$ cat src/rtl/fifo_wr_arb.sv
// rtl/fifo_wr_arb.sv - round-robin packet arbiter feeding a single FIFO write port
// Optional: define FIFO_WR_ARB_TAG_EN to prefix wr_dat with the granted requester index.

module fifo_wr_arb #(
  parameter int NREQ   = 4,
  parameter int WIDTH  = 32,
  parameter int MAXLEN = 16,
  localparam int IDW   = $clog2(NREQ),
`ifdef FIFO_WR_ARB_TAG_EN
  localparam int OW    = WIDTH + IDW
`else
  localparam int OW    = WIDTH
`endif
) (
  input  logic                  clk,
  input  logic                  rst_b,
  input  logic [NREQ-1:0]       req_valid,
  input  logic [NREQ*WIDTH-1:0] req_dat,
  input  logic [NREQ-1:0]       req_last,
  output logic [NREQ-1:0]       req_ack,
  output logic [NREQ-1:0]       grant,
  input  logic                  full,
  output logic                  wr_en,
  output logic [OW-1:0]         wr_dat,
  output logic                  busy,
  output logic                  err_overlen
);

  localparam int CW = $clog2(MAXLEN);

  typedef enum logic {
    IDLE = 1'b0,
    BUSY = 1'b1
  } state_t;

  state_t           state_q, state_d;
  logic [NREQ-1:0]  grant_q, grant_d;
  logic [IDW-1:0]   rr_ptr_q, rr_ptr_d;
  logic [CW-1:0]    cnt_q, cnt_d;
  logic             err_q, err_d;

  logic             win_found;
  logic [IDW-1:0]   win_idx;
  logic [IDW-1:0]   cand;
  logic [WIDTH-1:0] dat_arr [NREQ];
  logic [WIDTH-1:0] payload;
  logic             pkt_end;

  for (genvar i = 0; i < NREQ; i++) begin : g_unpack
    assign dat_arr[i] = req_dat[i*WIDTH +: WIDTH];
  end

  // rr_ptr_q always holds the most recent winner, so it doubles as the granted index.
  assign busy        = (state_q == BUSY);
  assign wr_en       = busy & req_valid[rr_ptr_q] & ~full;
  assign req_ack     = grant_q & {NREQ{wr_en}};
  assign grant       = grant_q;
  assign err_overlen = err_q;
  assign payload     = dat_arr[rr_ptr_q];
  assign pkt_end     = req_last[rr_ptr_q] | (cnt_q == CW'(MAXLEN - 1));

`ifdef FIFO_WR_ARB_TAG_EN
  assign wr_dat = {rr_ptr_q, payload};
`else
  assign wr_dat = payload;
`endif

  always_comb begin
    win_found = 1'b0;
    win_idx   = '0;
    cand      = '0;
    for (int k = 1; k <= NREQ; k++) begin
      cand = IDW'((int'(rr_ptr_q) + k) % NREQ);
      if (!win_found && req_valid[cand]) begin
        win_found = 1'b1;
        win_idx   = cand;
      end
    end
  end

  always_comb begin
    state_d  = state_q;
    grant_d  = grant_q;
    rr_ptr_d = rr_ptr_q;
    cnt_d    = cnt_q;
    err_d    = err_q;
    case (state_q)
      IDLE: begin
        grant_d = '0;
        if (win_found) begin
          state_d  = BUSY;
          grant_d  = NREQ'(1) << win_idx;
          rr_ptr_d = win_idx;
          cnt_d    = '0;
        end
      end
      BUSY: begin
        if (wr_en) begin
          cnt_d = cnt_q + CW'(1);
          // A beat reaching MAXLEN without last ends the packet just like a last beat.
          if (pkt_end) begin
            state_d = IDLE;
            grant_d = '0;
            if (!req_last[rr_ptr_q]) begin
              err_d = 1'b1;
            end
          end
        end
      end
      default: begin
        state_d = IDLE;
        grant_d = '0;
      end
    endcase
  end

  always_ff @(posedge clk or negedge rst_b) begin
    if (!rst_b) begin
      state_q  <= IDLE;
      grant_q  <= '0;
      rr_ptr_q <= IDW'(NREQ - 1);
      cnt_q    <= '0;
      err_q    <= 1'b0;
    end else begin
      state_q  <= state_d;
      grant_q  <= grant_d;
      rr_ptr_q <= rr_ptr_d;
      cnt_q    <= cnt_d;
      err_q    <= err_d;
    end
  end

endmodule

$ cat config.mk
export PLATFORM = sky130hd
export DESIGN_NAME = fifo_wr_arb
export DESIGN_NICKNAME = d
export VERILOG_FILES = /design/src/rtl/fifo_wr_arb.sv
export SDC_FILE = /design/constraint.sdc
export NUM_CORES = 1
export LEC_CHECK = 0
export ABC_AREA = 0
export ABC_CLOCK_PERIOD_IN_PS = 2220
export CAP_MARGIN = 20
export CORE_MARGIN = 5
export CORE_UTILIZATION = 27
export CTS_BUF_LIST = sky130_fd_sc_hd__clkbuf_8
export CTS_CLUSTER_DIAMETER = 150
export DETAILED_ROUTE_END_ITERATION = 6
export PLACE_DENSITY_LB_ADDON = 0.25
export SYNTH_ARGS = -nofsm -noshare
export SYNTH_HDL_FRONTEND = slang
export SYNTH_SLANG_ARGS = --single-unit
$ cat constraint.sdc
create_clock -name clk -period 2.22 [get_ports clk]
set_input_delay 0.444 -clock clk [delete_from_list [all_inputs] [get_ports clk]]
set_output_delay 0.444 -clock clk [all_outputs]
set_load 0.05 [all_outputs]
Yosys cells after proc, flatten, opt, wreduce, memory -nomap -nowiden
Cells that the tools add are included.

Word-level logic and storage cells: 73. Register bits after elaboration: 12. Output and inout port bits: 43. Input bits: 139.

Eq/ne operators: 4. Multiplexer cells: 34. Bitwise gates (word level): 8. $lt $le $gt $ge: 6. $add $sub $neg: 5. Shift operators: 1. Reductions and logical operators: 10.

Operators by type and width (count): binary-select mux 32 bit (select 2 bit) (1); 2-to-1 mux 32 bit (2); 2-to-1 mux 4 bit (5); case mux 4 bit (2 select lines) (2); < comparator 2 x 3 -> 1 bit (second input constant) (5); 2-to-1 mux 1 bit (13); binary-select mux 1 bit (select 2 bit) (6); 2-to-1 mux 2 bit (4); AND reduction 2 bit (3); adder 2 x 1 -> 2 bit (second input constant) (2); adder 2 bit (second input constant) (2); adder 4 x 1 -> 4 bit (second input constant) (1); bitwise AND 4 bit (1); == test 4 bit (second input constant) (1); inequality test 2 bit (second input constant) (2); AND reduction 4 bit (1); left shift 1 x 2 -> 4 bit (first input constant) (1); >= comparator 3 bit (second input constant) (1); logical AND 1 bit (3); zero test 1 bit (3); NOT 1 bit (3); NOT 2 -> 3 bit (1); bitwise AND 1 bit (2); inequality test 2 x 1 -> 1 bit (second input constant) (1); 2 further kinds (2).

Logic depth before layout (Yosys ltp)
Word-level depth: 16. Mapped depth: 5. Mapped depth without buffers: 5.

Least setup slack after synthesis
No wires, ideal clock.

Path type: reg-to-output. Start point: reg state_q, in the netlist busy. End point: out req_ack[0]. Stages on the path, launching flop included: 4. Arrival time: 1.992 ns. Slack: -0.216 ns. Buffers on the path: 0. Required time: 1.776 ns. Path through: dfrtp_1 inv_1 nor2_2 and2_1.

Cells in the longest elaborated chain, start to end: 3.

Ends and longest elaborated chain: start, declared (line 36) `state_t state_q, state_d;`; start signal, assigned (line 125) `state_q <= state_d;`; bitwise AND 1 bit (2 in a row) (line 55) `assign wr_en = busy & req_valid[rr_ptr_q] & ~full;`; via wr_en (line 23) `output logic wr_en,`; bitwise AND 4 bit (line 56) `assign req_ack = grant_q & {NREQ{wr_en}};`; end, declared (line 20) `output logic [NREQ-1:0] req_ack,`.

The timed path passes the listed nets, and every way through them passes these cells.

Final worst setup path
Start point: reg rr_ptr_q[0]. End point: out wr_dat[21].

Cells in the longest elaborated chain, start to end: 4.

Ends and longest elaborated chain: start, declared (line 38) `logic [IDW-1:0] rr_ptr_q, rr_ptr_d;`; start signal, assigned (line 121) `rr_ptr_q <= IDW'(NREQ - 1);`; start signal, assigned (line 127) `rr_ptr_q <= rr_ptr_d;`; NOT 2 -> 3 bit (implied by the code) (line 59) `assign payload = dat_arr[rr_ptr_q];`; binary-select mux 32 bit (select 2 bit) (line 59); 2-to-1 mux 32 bit (implied by the code) (2 in a row) (line 59); end, declared (line 24) `output logic [OW-1:0] wr_dat,`.

Every way passes these cells. The select of a mux whose other input is x is not followed.

==> metrics.csv <==
metric,value,unit
dp_hpwl,6.76,mm
critPathMaxFanout,9,
ys_types,38,
setup_viol,36,
cpPeakStageDelay,670,ps
p_leak,1.43,nW
worstReg2RegEnd,grant[0],
r2r_setup_slack,120,ps
path_cells,buf_8 -> mux4_2 -> buf_4,
grt_max_degree,25,
drt-initial-drc-count,59,
worstMarginPinSlew,521,ps
syn_nets,251,
cts_tree,built,
clk_path_buf_depth,2,
hold_viol_final,0,
syn_avg_cell_area,13.4,sq um
overflow,0,
p_total,0.00445,W
synthCells,111,
async_reset_ff_share,100,%
period_minus_slack,2280,ps
rsz0062_at_grt,true,
ys_warn_count,0,
rows,27,
fillCellCount,426,
io_pins,182,
area_growth_syn_to_layout,138,%
ant_nets,0,
syn_area,1490,sq um
grt_pass1_vias,2036,
place_inst,369,
drv_slew,0,
seq_area_frac_synth,20.4,%
ys.flop_type,dfrtp_1,
pwr-share-comb,85.0,%
cp_num_cells,3,
cp_slowest_cell,dfstp_2,
post-place-ws,-56.6,ps
seq_power_share,9.8,%
relSlewSlack,65.2,%
final_cells,376,
status,finished with violations,
die_w,84.2,um
drc_errors,0,
drt_pass1_iterations,4,
clock_latency,240,ps
critical_path_class,reg2out,
power_density,1260,nW/um^2
antenna_found_initial,0,
finClkSkew,2.71,ps
drive_gt1_share,33.9,%
hold_class,reg2reg,
h-tree-depth,1,
timing.rr.start,rr_ptr_q[0],
maxCapViolations,0,
path_clk_slew,50,ps
viasPerCell,5.07,
clock_sinks,12,
track_usage,22.0,%
port_buffers,181,
worst-path-buf-inv,2,
critPathArrivalTime,1830,ps
layout_commonest_cell,clkdlybuf4s50_1,
switchingPower,0.00235,W
startpoint,rr_ptr_q[0],
most-common-layout-cells,"clkdlybuf4s50_1 (144), buf_4 (34), mux4_2 (32)",
synth_edf_count,0,
initial_core_util,27.4,%
clkPwrFrac,5.3,%
required,1780,ps
post_dp_cell_area,3370,sq um
ff2ff_path_depth,4,
ys_seq_elements,12,
clockRootBuffer,clkbuf_8,
crit_path_end,wr_dat[21],
timing.final.crit_share,103,%
fmax,439,MHz
vias,1907,
netSwitchingFraction,52.8,%
ir_drop,0.883,mV
die_h,84.2,um
wirelength,7.85,mm
die_area,7090,sq um
antenna_cells,0,
core_area,5440,sq um
intPower,0.00210,W
final_area,3540,sq um
timing.final.ws_setup,-57.6,ps
wire_per_inst,20.9,um
path_delay_family,flip-flops,
crit_path_end_kind,output pin,
grt_pass1_wl,12.3,mm
start_kind,register,
globalplace.congestion,0.877,
violations,negative setup slack,
nNetsFinal,445,
numCtsBuffers,3,
-- synthesized netlist by cell type, drive strengths merged, types with 2 or more instances --
library cell,instances,area share (%)
mux4,33,50
dfrtp,10,17
buf,8,3.1
nor2,7,1.9
nand2,6,1.5
and2,5,2.1
nand2b,4,1.7
a21oi,3,1.0
mux2,3,2.5
nand3,3,1.0
o21ai,3,1.0
o2bb2ai,3,1.8
a22o,2,1.3
a22oi,2,1.9
dfstp,2,3.5
inv,2,0.50
-- worst register-to-register path, cell delays in order (launching register included) --
cell and delay (ps):
dfstp_2 670, buf_6 210, mux4_1 630, o2bb2ai_1 320
a22o_2 210
-- metrics by stage --
step	TNS (ps)	hold WS [ps]	utilization, %
after CTS	-1920	489	65.0
after global placement	-57.6	441	62.0
after detailed placement	-215	472	62.0
after floorplan	0	148	-
final	-1330	483	65.1
after global routing	-3670	513	65.1
-- layout make-up --
class / count / area [sq um] / share of cell area [%]
clock buffer: 4 / 55.1 / 1.55
inverter: 2 / 7.51 / 0.212
multi-input combinational: 89 / 1150 / 32.5
sequential: 12 / 303 / 8.55
tap: 72 / 90.1 / 2.54
timing repair buffer: 197 / 1940 / 54.7
-- cells by family (layout without fill, tap and decap cells) --
group,Yosys count,count (layout),synth area share [%]
xor gates and xnor gates,1,1,0.589
muxes,36,36,52.7
DFF,12,12,20.4
and+or+nand+nor,32,32,11.4
adders and majority gates,1,1,0.841
buffers and inverters,10,203,3.62
AOI/OAI and AO/OA,19,19,10.5
-- timing repair --
item / 4_1_cts / 5_1_grt
hold buffers: 0 / 0
setup buffers: 4 / 0
pin swaps: 6 / 2
hold endpoints to repair: 0 / 0
endpoints found under the setup margin: 36 / 37
gates resized for setup: 29 / 2
-- registers in the layout (all words and copies together) (netlist names) --
register and cells:
grant 4, busy 1, rr_ptr_q 2, err_overlen 1, cnt_q 4
-- layer usage --
metal,up-vias,wire length [um],track usage (%)
li1,859,-,-
met1,944,3210,27.4
met2,94,4110,40.1
met3,10,446,4.12
met4,0,87,3.22
met5,-,0,0
-- power by group through the flow --
stage                     Sequential [W]  Clock [W]  Combinational [W]
after floorplan                 0.000534          0            0.00240
after global placement          0.000435          0            0.00360
after detailed placement        0.000437          0            0.00362
after CTS                       0.000433   0.000238            0.00380
after global routing            0.000451   0.000253            0.00395
final                           0.000434   0.000235            0.00378
-- how the worst min path moves through the flow --
stage | depth (start not counted) | start | end
floorplan | 0 | rst_b | busy
global placement | 1 | err_overlen | err_overlen
detailed placement | 1 | err_overlen | err_overlen
CTS | 1 | err_overlen | err_overlen
global route | 1 | err_overlen | err_overlen
finish | 1 | err_overlen | err_overlen
Power figures use the tool's default switching activity.
